`src/rtl/muldiv_pkg.sv`:
```
// Shared definitions for the iterative multiply/divide unit:
// operation encodings, controller states and op-decode helpers.
package muldiv_pkg;

  localparam logic [1:0] OP_MULT  = 2'b00;
  localparam logic [1:0] OP_MULTU = 2'b01;
  localparam logic [1:0] OP_DIV   = 2'b10;
  localparam logic [1:0] OP_DIVU  = 2'b11;

  typedef enum logic [1:0] {
    IDLE = 2'd0,
    CALC = 2'd1,
    FIX  = 2'd2
  } state_t;

  function automatic logic is_div(input logic [1:0] op);
    return op[1];
  endfunction

  function automatic logic is_signed(input logic [1:0] op);
    return ~op[0];
  endfunction

endpackage

```
`src/rtl/muldiv_unit_abs_neg.sv`:
```
// Combinational two's-complement conditional negate, used both for operand
// magnitudes and for the final sign corrections of product/quotient/remainder.
module abs_neg #(
  parameter int WIDTH = 32
) (
  input  logic [WIDTH-1:0] x,
  input  logic             neg,
  output logic [WIDTH-1:0] y
);

  assign y = neg ? (-x) : x;

endmodule

```
`src/rtl/muldiv_unit.sv`:
```
// Iterative MULT/MULTU/DIV/DIVU unit with HI/LO registers; one shift-add or
// restoring shift-subtract step per clock, then a sign-fix cycle.
module muldiv_unit
  import muldiv_pkg::*;
#(
  parameter int WIDTH = 32
) (
  input  logic             clk,
  input  logic             rst,
  input  logic             start,
  input  logic [1:0]       op,
  input  logic [WIDTH-1:0] a,
  input  logic [WIDTH-1:0] b,
  input  logic             hi_we,
  input  logic             lo_we,
  input  logic [WIDTH-1:0] wdata,
  output logic             busy,
  output logic             done,
  output logic [WIDTH-1:0] hi,
  output logic [WIDTH-1:0] lo
);

  localparam int CW = (WIDTH > 1) ? $clog2(WIDTH) : 1;

  state_t state, next_state;

  logic [CW-1:0]        count;
  logic [2*WIDTH-1:0]   acc;
  logic [WIDTH-1:0]     opb;
  logic                 div_q, neg_q, neg_rem, div_zero;

  logic                 sign_a, sign_b;
  logic [WIDTH-1:0]     mag_a, mag_b;
  logic [WIDTH:0]       mul_sum, shifted, trial;
  logic [2*WIDTH-1:0]   mul_next, div_next, prod_fix;
  logic [WIDTH-1:0]     quo_fix, rem_fix;
  logic                 quo_neg;

  assign sign_a = is_signed(op) & a[WIDTH-1];
  assign sign_b = is_signed(op) & b[WIDTH-1];

  abs_neg #(.WIDTH(WIDTH)) u_abs_a (.x(a), .neg(sign_a), .y(mag_a));
  abs_neg #(.WIDTH(WIDTH)) u_abs_b (.x(b), .neg(sign_b), .y(mag_b));

  // acc = {partial product, multiplier} for multiply, {remainder, dividend/quotient} for divide
  assign mul_sum  = {1'b0, acc[2*WIDTH-1:WIDTH]} + (acc[0] ? {1'b0, opb} : '0);
  assign mul_next = {mul_sum, acc[WIDTH-1:1]};

  assign shifted  = {acc[2*WIDTH-1:WIDTH], acc[WIDTH-1]};
  assign trial    = shifted - {1'b0, opb};
  assign div_next = trial[WIDTH] ? {shifted[WIDTH-1:0], acc[WIDTH-2:0], 1'b0}
                                 : {trial[WIDTH-1:0],   acc[WIDTH-2:0], 1'b1};

  // Divide-by-zero forces LO to all ones, so the quotient correction is skipped
  assign quo_neg = neg_q & ~div_zero;

  abs_neg #(.WIDTH(2*WIDTH)) u_fix_prod (.x(acc), .neg(neg_q), .y(prod_fix));
  abs_neg #(.WIDTH(WIDTH)) u_fix_quo (.x(acc[WIDTH-1:0]), .neg(quo_neg), .y(quo_fix));
  abs_neg #(.WIDTH(WIDTH)) u_fix_rem (.x(acc[2*WIDTH-1:WIDTH]), .neg(neg_rem), .y(rem_fix));

  always_ff @(posedge clk or posedge rst) begin
    if (rst) state <= IDLE;
    else     state <= next_state;
  end

  always_comb begin
    next_state = state;
    busy       = 1'b0;
    case (state)
      IDLE: if (start) next_state = CALC;
      CALC: begin
        busy = 1'b1;
        if (count == CW'(WIDTH - 1)) next_state = FIX;
      end
      FIX: begin
        busy       = 1'b1;
        next_state = IDLE;
      end
      default: next_state = IDLE;
    endcase
  end

  always_ff @(posedge clk or posedge rst) begin
    if (rst) begin
      count    <= '0;
      acc      <= '0;
      opb      <= '0;
      div_q    <= 1'b0;
      neg_q    <= 1'b0;
      neg_rem  <= 1'b0;
      div_zero <= 1'b0;
      done     <= 1'b0;
      hi       <= '0;
      lo       <= '0;
    end else begin
      done <= (state == FIX);
      case (state)
        IDLE: begin
          if (start) begin
            div_q    <= is_div(op);
            neg_q    <= sign_a ^ sign_b;
            neg_rem  <= sign_a;
            div_zero <= (b == '0);
            count    <= '0;
            opb      <= is_div(op) ? mag_b : mag_a;
            acc      <= {{WIDTH{1'b0}}, (is_div(op) ? mag_a : mag_b)};
          end else begin
            if (hi_we) hi <= wdata;
            if (lo_we) lo <= wdata;
          end
        end
        CALC: begin
          count <= count + CW'(1);
          acc   <= div_q ? div_next : mul_next;
        end
        FIX: begin
          if (div_q) begin
            lo <= div_zero ? '1 : quo_fix;
            hi <= rem_fix;
          end else begin
            {hi, lo} <= prod_fix;
          end
        end
        default: ;
      endcase
    end
  end

endmodule

```
`config.mk`:
```
export PLATFORM = sky130hd
export DESIGN_NAME = muldiv_unit
export DESIGN_NICKNAME = d
export VERILOG_FILES = /design/src/rtl/muldiv_pkg.sv /design/src/rtl/muldiv_unit_abs_neg.sv /design/src/rtl/muldiv_unit.sv
export SDC_FILE = /design/constraint.sdc
export NUM_CORES = 1
export LEC_CHECK = 0
export BUFFER_PORTS_ARGS = -buffer_cell sky130_fd_sc_hd__buf_2
export CAP_MARGIN = 20
export CORE_MARGIN = 2
export CORE_UTILIZATION = 30
export DETAILED_ROUTE_END_ITERATION = 16
export PLACE_DENSITY_LB_ADDON = 0.15
export SETUP_SLACK_MARGIN = 0.15
export SYNTH_ARGS = -nofsm -noshare
export SYNTH_HDL_FRONTEND = slang
export SYNTH_SLANG_ARGS = --single-unit
```
`constraint.sdc`:
```
create_clock -name clk -period 6.23 [get_ports clk]
set_clock_uncertainty 0.2 [all_clocks]
set_input_delay 0.3115 -clock clk [delete_from_list [all_inputs] [get_ports clk]]
set_output_delay 0.3115 -clock clk [all_outputs]
set_load 0.05 [all_outputs]
```
==> flow_metrics.env, run 1 <==
export IMPL_place_inst=2557
export IMPL_wl_per_cell_um=20.9
export IMPL_port_buffer_count=168
export IMPL_clk_path_buf_depth=2
export IMPL_routed_via_density=5.44
export IMPL_worstPathArrival_ns=4.63
export IMPL_synth_yosys_warnings=0
export IMPL_tritoncts_num_buffers=17
export IMPL_cellLeakagePower_nw=7.39
export IMPL_rows=81
export IMPL_critical_path_top_delay_family="compound AO/OA/AOI/OAI gates"
export IMPL_grt_first_pass_wirelength_mm=83.2
export IMPL_powerDensity_nw_per_um2=556
export IMPL_worstPathRequired_ns=6.36
export IMPL_cp_slowest_cell="a2111oi_0"
export IMPL_biggest_area_contributors_in_the_synthesized_netlist="dfrtp_1, o21ai_0, a21oi_1, ha_1, xnor2_1"
export IMPL_route_vias_total=14200
export IMPL_antenna_violating_nets_post_route=0
export IMPL_max_cap_viols=0
export IMPL_h_tree_depth=4
export IMPL_chipHeight_um=225
export IMPL_critical_path_top_cell_by_count="a21o_1"
export IMPL_path_max_fanout=24
export IMPL_post_cts_buffers=0
export IMPL_max_vdd_ir_drop_uv=242
export IMPL_primary_ff_master_synth="dfrtp_1"
export IMPL_place_ws_ns=1.86
export IMPL_outcome="finished clean"
export IMPL_pre_repair_dr_iteration_count=5
export IMPL_maxClockFrequency_mhz=222
export IMPL_final_setup_fails=0
export IMPL_top_level_ports=169
export IMPL_synth_enable_flop_cells=0
export IMPL_synth_top_cell_area_share=0.293
export IMPL_worst_setup_path_start_kind="flop"
export IMPL_tightestPinTransition_ns=1.00
export IMPL_ctsResizeCount=0
export IMPL_insertion_delay_ns=0.47
export IMPL_critical_path_buffer_and_inverter_count=1
export IMPL_number_of_global_route_vias_before_repair=13600
export IMPL_grt_setup_unrepaired="false"
export IMPL_asyncSetResetFlopFracSynth=1.00
export IMPL_final_core_utilization=0.348
export IMPL_netlist_area_before_placement_um2=14700
export IMPL_hold_buffers=22
export IMPL_synthesis_area_per_instance_um2=7.92
export IMPL_design_final_nets=2155
export IMPL_synthToLayoutAreaGrowth_pct=15.2
export IMPL_drt_iter0_drc=1180
export IMPL_finalCritPeriodShare=0.721
export IMPL_maxSlewViolCount=0
export IMPL_die_w_um=225
export IMPL_final_instance_count_excl_fill=2612
export IMPL_yosys_register_bits=172
export IMPL_dp_final_hpwl_mm=42.9
export IMPL_track_usage=0.216
export IMPL_route_detailed_drc=0
export IMPL_crit_path_end_kind="flop"
export IMPL_dieArea_um2=50800
export IMPL_synthesis_instances=1855
export IMPL_netlist_cell_type_count=80
export IMPL_count_of_inserted_antenna_diode_cells=0
export IMPL_post_layout_total_power_w=0.00942
export IMPL_maxSlewHeadroom=0.329
export IMPL_effective_utilization_at_floorplan=0.302
export IMPL_finalSetupTns_ns=0
export IMPL_gp_congestion=0.910
export IMPL_largest_area_contributor_in_the_netlist="dfrtp_1"
export IMPL_delay_contributed_by_the_slowest_stage_of_the_critical_path_ns=0.73
export IMPL_cts_clk_slew_worst_paths_ns=0.08
export IMPL_cts_tree="built"
export IMPL_timing_worst_setup_path_type="flop to flop"
export IMPL_min_delay_path_class="input pin to flop"
export IMPL_globalRouteOverflowTotal=0
export IMPL_layout_min_cycle_time_ns=4.49
export IMPL_antenna_found_initial=0
export IMPL_synthesis_nets=2033
export IMPL_worstPathCellList="ha_1 > a21o_1 > a21o_1 > a2111oi_0 > o31ai_1 > a311oi_1 > xnor2_2 > buf_4 > nor2_1 > a22oi_1 > or3b_2"
export IMPL_maximum_number_of_pins_on_one_net_before_global_route_repair=101
export IMPL_timing_final_ws_setup_ns=1.74
export IMPL_ctsRootBufferMaster="clkbuf_16"
export IMPL_design_core_area_um2=48600
export IMPL_sequential_area_share_after_synthesis=0.293
export IMPL_clock_sinks=172
export IMPL_finalHoldViolations=0
export IMPL_routed_wirelength_mm=54.5
export IMPL_drive_gt1_frac=0.140
-- tightest hold or removal path, stage by stage --
cell	delay [ns]
buf_2	0.12
o21ai_0	0.07
o21ai_0	0.13
-- worst paths after layout --
| check | from | endpoint | slack, ns | cells after the start |
|---|---|---|---|---|
| max | acc[56] | acc[58] | 1.74 | 11 |
| min | wdata[15] | hi[15] | 0.01 | 3 |
| max reg2reg | acc[56] | acc[58] | 1.74 | 11 |
| min reg2reg | hi[30] | hi[30] | 0.27 | 1 |
| max in group asynchronous | rst | div_q | 4.22 | 4 |
| min in group asynchronous | rst | lo[8] | 0.42 | 3 |
-- cells in the mapped netlist (all sizes together), types with 24 or more instances --
library cell / instances
o21ai: 193
a21oi: 183
nor2: 181
dfrtp: 172
nand2: 171
xnor2: 99
clkbuf: 94
ha: 73
inv: 70
xor2: 70
mux2i: 43
a211oi: 41
nor3: 36
a21o: 35
o22ai: 33
nand2b: 30
mux2: 26
o31ai: 24
-- per-layer routing --
metal  up-vias  track usage  part of all wire
li1       6949            -                 -
met1      6807        0.304              0.48
met2       392        0.334              0.44
met3        56       0.0262             0.044
met4         0       0.0884             0.037
met5         -            0                 0
-- per-stage QoR --
step / cell area [um^2] / hold slack (ns)
floorplan: 14700 / 0.207
global placement: 16100 / 0.254
detailed placement: 16100 / 0.261
CTS: 16900 / 0.00271
global route: 16900 / 0.0273
finish: 16900 / 0.0140
-- cells by family after synthesis --
family,after synthesis,synth area share
XOR/XNOR,169,0.101
flip-flops,172,0.293
AND/OR/NAND/NOR,555,0.180
adder cells (fa/ha/maj),75,0.0649
buffers and inverters,179,0.0487
multiplexers,69,0.0492
AO/OA/AOI/OAI,636,0.264
-- area by class of cell --
type	count	area, um^2
Sequential cell	172	4310
Timing Repair Buffer	211	1240
Fill cell	5147	31700
Clock inverter	15	176
Inverter	71	272
Tap cell	622	778
Clock buffer	17	425
Multi-Input combinational cell	1504	9730
-- sequential cells by signal, summed over array words and instances, names as in the netlist --
register and flops:
acc 64, hi 32, lo 32, opb 32
count 5, state 2, div_q 1, div_zero 1
done 1, neg_q 1, neg_rem 1
-- power by group --
part           total [W]  switching [W]  leakage [nW]  internal, W
Sequential       0.00225       0.000631          2.13      0.00162
Combinational    0.00603        0.00386          4.97      0.00217
Clock            0.00114       0.000562         0.291     0.000575
-- layout by cell type, fill, tap and decap left out, drive strengths merged, types with 6 or more instances in the layout --
cell type,instances
o21ai,193
buf,189
a21oi,183
nor2,181
dfrtp,172
nand2,171
xnor2,99
inv,77
ha,73
xor2,70
mux2i,43
a211oi,41
nor3,36
a21o,35
o22ai,33
nand2b,30
mux2,26
o31ai,24
dlygate4sd3,22
a22oi,21
a31oi,19
nand3,18
clkbuf,17
nor3b,16
or3,15
nor2b,14
o41ai,14
o211ai,12
nor4,12
and3,10
or4,10
or2,10
o21bai,8
nand4,7
nand3b,6
and2,6
o221ai,6
clkinv,6
Note: power is estimated with default switching activity, not from simulation.
==> run 2, diff against run 1 <==
==> constraint.sdc (replaced) <==
create_clock -name clk -period 4.2 [get_ports clk]
set_clock_uncertainty 0.2 [all_clocks]
set_input_delay 0.21 -clock clk [delete_from_list [all_inputs] [get_ports clk]]
set_output_delay 0.21 -clock clk [all_outputs]
set_load 0.05 [all_outputs]
==> run 2 against run 1 <==
Against the previous run:
- hold slack lost 0.0091 ns
- design area rose by 2.6%
- critical path type unchanged
- clock power grew 48%
- combinational power increased by 56%
- setup slack got worse by 1.4 ns
- maximum frequency increased by 17%
- core utilization increased by 0.91 points
- die area did not move
- flip-flop and latch count is the same
- critical endpoint is now acc[62]
- sequential share of layout area down 0.65 points
==> flow_metrics.env, run 2 (same netlist as run 1, synthesis figures left out) <==
export IMPL_worst_r2r_cell_count=13
export IMPL_critical_path_buffer_and_inverter_count=2
export IMPL_drive_gt1_frac=0.153
export IMPL_final_instance_count_excl_fill=2657
export IMPL_dp_final_hpwl_mm=44.2
export IMPL_tritoncts_num_buffers=17
export IMPL_worstPathArrival_ns=4.02
export IMPL_powerDensity_nw_per_um2=825
export IMPL_dieArea_um2=50800
export IMPL_design_final_nets=2200
export IMPL_design_core_area_um2=48600
export IMPL_number_of_global_route_vias_before_repair=14000
export IMPL_min_delay_path_depth=3
export IMPL_routed_wirelength_mm=56.3
export IMPL_track_usage=0.221
export IMPL_top_level_ports=169
export IMPL_gp_congestion=0.890
export IMPL_worst_setup_path_startpoint="acc[0]"
export IMPL_largest_register_ffs=64
export IMPL_critical_path_depth=13
export IMPL_antenna_violating_nets_post_route=0
export IMPL_worstPathRequired_ns=4.38
export IMPL_tightestPinTransition_ns=0.906
export IMPL_synthToLayoutAreaGrowth_pct=18.2
export IMPL_path_max_fanout=26
export IMPL_grt_setup_unrepaired="true"
export IMPL_final_core_utilization=0.357
export IMPL_maxSlewViolCount=0
export IMPL_finalHoldViolations=0
export IMPL_largest_register="acc"
export IMPL_cts_tree="built"
export IMPL_finalCritPeriodShare=0.915
export IMPL_count_of_inserted_antenna_diode_cells=0
export IMPL_pwr_share_comb=0.655
export IMPL_filler_cell_count=5125
export IMPL_internal_power_w=0.00671
export IMPL_crit_path_end_kind="flop"
export IMPL_delay_contributed_by_the_slowest_stage_of_the_critical_path_ns=0.44
export IMPL_ctsRootBufferMaster="clkbuf_16"
export IMPL_timing_worst_setup_path_type="flop to flop"
export IMPL_chipHeight_um=225
export IMPL_globalRouteOverflowTotal=0
export IMPL_layout_min_cycle_time_ns=3.84
export IMPL_place_inst=2588
export IMPL_min_delay_path_class="input pin to flop"
export IMPL_h_tree_depth=4
export IMPL_antenna_found_initial=1
export IMPL_r2r_start="acc[0]"
export IMPL_grt_first_pass_wirelength_mm=84.6
export IMPL_total_switching_power_w=0.00761
export IMPL_die_w_um=225
export IMPL_share_seq_of_total_power=0.226
export IMPL_outcome="finished clean"
export IMPL_route_detailed_drc=0
export IMPL_drt_iter0_drc=1188
export IMPL_port_buffer_count=168
export IMPL_hold_path_startpoint="a[0]"
export IMPL_route_vias_total=14300
export IMPL_critical_path_top_delay_family="compound AO/OA/AOI/OAI gates"
export IMPL_maxSlewHeadroom=0.395
export IMPL_worst_setup_path_start_kind="flop"
export IMPL_rows=81
export IMPL_final_hold_worst_slack_ns=0.00492
export IMPL_pre_repair_dr_iteration_count=5
export IMPL_insertion_delay_ns=0.46
export IMPL_max_vdd_ir_drop_uv=382
export IMPL_clkPwrFrac=0.118
export IMPL_max_cap_viols=0
export IMPL_cts_clk_slew_worst_paths_ns=0.07
export IMPL_clock_sinks=172
export IMPL_cp_slowest_cell="a311oi_1"
export IMPL_multi_input_gate_area_in_the_final_layout_um2=9760
export IMPL_final_setup_fails=0
export IMPL_maximum_number_of_pins_on_one_net_before_global_route_repair=90
export IMPL_maxClockFrequency_mhz=260
export IMPL_wl_per_cell_um=21.2
export IMPL_most_common_library_cell_in_the_layout_ignoring_fill_and_taps="o21ai_0"
export IMPL_switching_share=0.531
export IMPL_area_sequential_um2=4310
export IMPL_layout_cells_most_common_list="o21ai_0, nor2_1, a21oi_1"
export IMPL_post_layout_total_power_w=0.0143
export IMPL_effective_utilization_at_floorplan=0.302
export IMPL_cellLeakagePower_nw=7.62
export IMPL_clk_path_buf_depth=2
export IMPL_routed_via_density=5.39
export IMPL_worstPathCellList="inv_1 > buf_12 > nor2_1 > ha_1 > nand4_1 > nor3_1 > a221oi_1 > a21oi_1 > o211ai_1 > a311oi_1 > a31oi_2 > xor2_1 > o21ai_0"
==> run 2: layer usage <==
| metal | vias up | share of wire | global-route usage | wire [um] |
|---|---|---|---|---|
| met1 | 6873 | 0.46 | 0.297 | 25900 |
| met4 | 0 | 0.022 | 0.0581 | 1210 |
| met3 | 54 | 0.051 | 0.0372 | 2870 |
| li1 | 7013 | - | - | - |
| met5 | - | 0 | 0 | 0 |
| met2 | 381 | 0.47 | 0.367 | 26300 |
==> run 2: timing repair <==
| action | CTS | global route |
|---|---|---|
| resized for setup | 2 | 6 |
| endpoints found under the hold margin | 86 | 0 |
| pin swaps | 0 | 2 |
| setup endpoints to repair | 3 | 7 |
| hold buffers | 37 | 0 |
| setup buffers | 0 | 0 |
==> run 2: path summary, 6_finish.rpt <==
path / endpoint / slack (ns)
max in group asynchronous: acc[61] / 2.52
min in group asynchronous: lo[26] / 0.27
worst max-delay path: acc[62] / 0.36
worst min-delay path: opb[0] / 0.005
worst max register to register: acc[62] / 0.36
worst min register to register: lo[3] / 0.28
==> run 2: cell type report <==
cell class / count / area share
Clock inverter: 14 / 0.0104
Multi-Input combinational cell: 1504 / 0.562
Sequential cell: 172 / 0.248
Clock buffer: 18 / 0.0247
Timing Repair Buffer: 256 / 0.0946
Tap cell: 622 / 0.0448
Inverter: 71 / 0.0156
==> run 2: worst reg2reg max path, cell delays in order, from the launching register on <==
cell,delay (ns)
dfrtp_1,0.39
inv_1,0.25
buf_12,0.22
nor2_1,0.10
ha_1,0.43
nand4_1,0.18
nor3_1,0.22
a221oi_1,0.12
a21oi_1,0.42
o211ai_1,0.20
a311oi_1,0.44
a31oi_2,0.25
xor2_1,0.19
o21ai_0,0.15
==> run 2: per-stage QoR <==
stage | area (um^2) | setup TNS, ns | worst slack (ns)
after floorplan | 14700 | 0 | 0.498
after global placement | 16400 | -0.0315 | -0.0315
after detailed placement | 16400 | 0 | 0.0629
after CTS | 17300 | 0 | 0.174
after global routing | 17400 | 0 | 0.0810
final | 17400 | 0 | 0.356
==> run 2: power groups by stage <==
stage	clock, W	combinational [W]	sequential (W)
finish	0.00169	0.00939	0.00324
global route	0.00180	0.0103	0.00334
CTS	0.00174	0.00936	0.00323
detailed placement	0	0.00930	0.00327
global placement	0	0.00929	0.00324
floorplan	0	0.00573	0.00399
==> run 3, diff against run 2 <==
--- a/config.mk
+++ b/config.mk
@@ -7,11 +7,14 @@
 export LEC_CHECK = 0
 export BUFFER_PORTS_ARGS = -buffer_cell sky130_fd_sc_hd__buf_2
 export CAP_MARGIN = 20
+export CELL_PAD_IN_SITES_DETAIL_PLACEMENT = 2
+export CELL_PAD_IN_SITES_GLOBAL_PLACEMENT = 2
 export CORE_MARGIN = 2
-export CORE_UTILIZATION = 30
+export CORE_UTILIZATION = 37
 export DETAILED_ROUTE_END_ITERATION = 16
 export PLACE_DENSITY_LB_ADDON = 0.15
 export SETUP_SLACK_MARGIN = 0.15
 export SYNTH_ARGS = -nofsm -noshare
 export SYNTH_HDL_FRONTEND = slang
+export SYNTH_HIERARCHICAL = 1
 export SYNTH_SLANG_ARGS = --single-unit
==> run 3 against run 2 <==
Against the previous run:
- cell count rose by 12%
- sequential power rose by 8.6%
- clock power about the same
- die area decreased by 3.0%
- combinational power rose by 18%
- non-clock buffer count increased by 33
- flip-flop and latch count unchanged
- via count up 27%
- highest routed layer unchanged
==> flow_metrics.env, run 3 <==
export IMPL_track_usage=0.316
export IMPL_wl_per_cell_um=26.4
export IMPL_synth_yosys_warnings=6
export IMPL_crit_path_end_kind="flop"
export IMPL_layout_cells_most_common_list="nand2_1, o21ai_0, xnor2_1"
export IMPL_max_cap_viols=0
export IMPL_number_of_global_route_vias_before_repair=19400
export IMPL_insertion_delay_ns=0.50
export IMPL_sequential_area_share_after_synthesis=0.245
export IMPL_finalCritPeriodShare=0.908
export IMPL_worstPathArrival_ns=3.96
export IMPL_largest_area_contributor_in_the_netlist="dfrtp_1"
export IMPL_routed_wirelength_mm=78.5
export IMPL_worst_setup_path_start_kind="flop"
export IMPL_synth_top_cell_area_share=0.245
export IMPL_antenna_found_initial=0
export IMPL_grt_setup_unrepaired="false"
export IMPL_cellLeakagePower_nw=8.33
export IMPL_finish_instance_area_um2=20300
export IMPL_worstPathCellList="buf_4 > and2_1 > ha_1 > a211oi_1 > o21ai_1 > o211ai_1 > a21oi_1 > o21ai_2 > o21ai_0 > a311o_1 > xnor2_1 > o221ai_1"
export IMPL_maxSlewViolCount=0
export IMPL_multi_input_gate_area_in_the_final_layout_um2=12400
export IMPL_globalRouteOverflowTotal=0
export IMPL_route_detailed_drc=0
export IMPL_final_core_utilization=0.434
export IMPL_timing_worst_setup_path_type="flop to flop"
export IMPL_maximum_number_of_pins_on_one_net_before_global_route_repair=82
export IMPL_cts_clk_slew_worst_paths_ns=0.08
export IMPL_delay_contributed_by_the_slowest_stage_of_the_critical_path_ns=0.45
export IMPL_maxClockFrequency_mhz=262
export IMPL_post_synth_top_count_cell="nand2_1"
export IMPL_drt_iter0_drc=1348
export IMPL_max_vdd_ir_drop_uv=368
export IMPL_asyncSetResetFlopFracSynth=1.00
export IMPL_grt_first_pass_wirelength_mm=120
export IMPL_min_delay_path_depth=4
export IMPL_routed_via_density=6.11
export IMPL_pre_repair_dr_iteration_count=5
export IMPL_synthesis_instances=2172
export IMPL_clk_path_buf_depth=2
export IMPL_design_final_nets=2529
export IMPL_powerDensity_nw_per_um2=804
export IMPL_netlist_area_before_placement_um2=17600
export IMPL_die_w_um=222
export IMPL_worstPathRequired_ns=4.35
export IMPL_drive_gt1_frac=0.162
export IMPL_yosys_register_bits=172
export IMPL_route_vias_total=18200
export IMPL_chipHeight_um=222
export IMPL_cp_slowest_cell="dfrtp_1"
export IMPL_finalSetupTns_ns=0
export IMPL_gp_congestion=0.909
export IMPL_area_sequential_um2=4310
export IMPL_clock_sinks=172
export IMPL_synthToLayoutAreaGrowth_pct=15.6
export IMPL_largest_register="acc"
export IMPL_outcome="finished clean"
export IMPL_dieArea_um2=49200
export IMPL_h_tree_depth=4
export IMPL_layout_min_cycle_time_ns=3.82
export IMPL_antenna_violating_nets_post_route=0
export IMPL_dp_final_hpwl_mm=59.8
export IMPL_design_core_area_um2=46800
export IMPL_filler_cell_count=5308
export IMPL_worst_r2r_cell_count=12
export IMPL_dpl_instance_area_um2=19300
export IMPL_largest_register_ffs=64
export IMPL_maxSlewHeadroom=0.287
export IMPL_path_max_fanout=5
export IMPL_top_level_ports=169
export IMPL_synthesis_nets=2351
export IMPL_biggest_area_contributors_in_the_synthesized_netlist="dfrtp_1, xnor2_1, mux2i_1, o21ai_0, ha_1"
export IMPL_finalHoldViolations=0
export IMPL_most_common_library_cell_in_the_layout_ignoring_fill_and_taps="nand2_1"
export IMPL_cts_tree="built"
export IMPL_effective_utilization_at_floorplan=0.376
export IMPL_rows=79
export IMPL_final_setup_fails=0
export IMPL_primary_ff_master_synth="dfrtp_1"
export IMPL_netlist_cell_type_count=87
export IMPL_synth_top_cells_by_count="nand2_1, o21ai_0, xnor2_1, dfrtp_1, nor2_1"
export IMPL_min_delay_path_class="input pin to flop"
export IMPL_tightestPinTransition_ns=1.07
export IMPL_ctsRootBufferMaster="clkbuf_16"
export IMPL_synth_enable_flop_cells=0
export IMPL_port_buffer_count=168
export IMPL_tritoncts_num_buffers=17
export IMPL_synthesis_area_per_instance_um2=8.09
[run 3: cell count changes in the layout (fill, tap and decap cells not counted), sizes merged, moves of 39 or more]
cell   before  now
xnor2      99  209
mux2i      43  118
a21oi     183  111
nand2     171  236
nor2      181  128
o41ai      14   63
xor2       70   22
o21ai     193  232
[run 3: cell families after synthesis]
logic type / Yosys count / share of synthesized area
mux: 153 / 0.0897
buf+inv: 208 / 0.0515
xor+xnor: 231 / 0.115
fa+ha+maj: 76 / 0.0550
compound gates: 656 / 0.245
flops: 172 / 0.245
simple gates: 676 / 0.199
[run 3: final timing paths]
path,from,to,slack (ns)
setup / recovery,opb[2],acc[58],0.38
setup reg to reg,opb[2],acc[58],0.38
hold / removal,a[15],opb[15],0.04
hold reg to reg,hi[4],hi[4],0.28
min in group asynchronous,rst,state[1],0.12
max in group asynchronous,rst,opb[14],2.61
[run 3: layer usage]
| metal | global-route usage | routed length (um) |
|---|---|---|
| met4 | 0.113 | 2600 |
| met3 | 0.0395 | 3060 |
| met1 | 0.412 | 35200 |
| met5 | 0 | 0 |
| met2 | 0.535 | 37600 |
[run 3: power breakdown]
part	leakage [nW]	internal [W]	switching, W
registers	2.13	0.00236	0.00116
clock network	0.282	0.000863	0.000829
logic	5.93	0.00401	0.00711
total	8.33	0.00723	0.00911
[run 3: critical path, delay by kind of cell, from the launching register on]
| family | cells | cell delay, ns |
|---|---|---|
| AOI/OAI and AO/OA | 8 | 2.23 |
| DFF | 1 | 0.45 |
| adders and majority gates | 1 | 0.24 |
| xor gates and xnor gates | 1 | 0.20 |
| buffers and inverters | 1 | 0.18 |
| and+or+nand+nor | 1 | 0.16 |
[run 3: layout make-up]
class                   count  area share
clock buffers              20      0.0225
repair buffers            289      0.0954
flip-flops and latches    172       0.212
multi-input cells        1792       0.612
well taps                 607      0.0374
clock inverters            12     0.00616
inverters                  78      0.0146
diodes                      1    0.000123
[run 3: per-stage QoR]
stage          worst slack (ns)  cells  power [W]  hold WS (ns)
2_1_floorplan             0.659   2172     0.0109         0.106
3_3_place_gp              0.342   2894     0.0139        0.0921
3_5_place_dp              0.288   2894     0.0144        0.0967
4_1_cts                   0.243   2968     0.0162        0.0163
5_1_grt                   0.197   2970     0.0174        0.0584
6_report                  0.385   2971     0.0163        0.0400
[run 3: repair_timing]
| item | CTS | global route |
|---|---|---|
| buffers inserted | 0 | 0 |
| setup endpoints to repair | 0 | 3 |
| hold buffers | 42 | 0 |
| hold endpoints to repair | 123 | 0 |
| resized for setup | 0 | 4 |
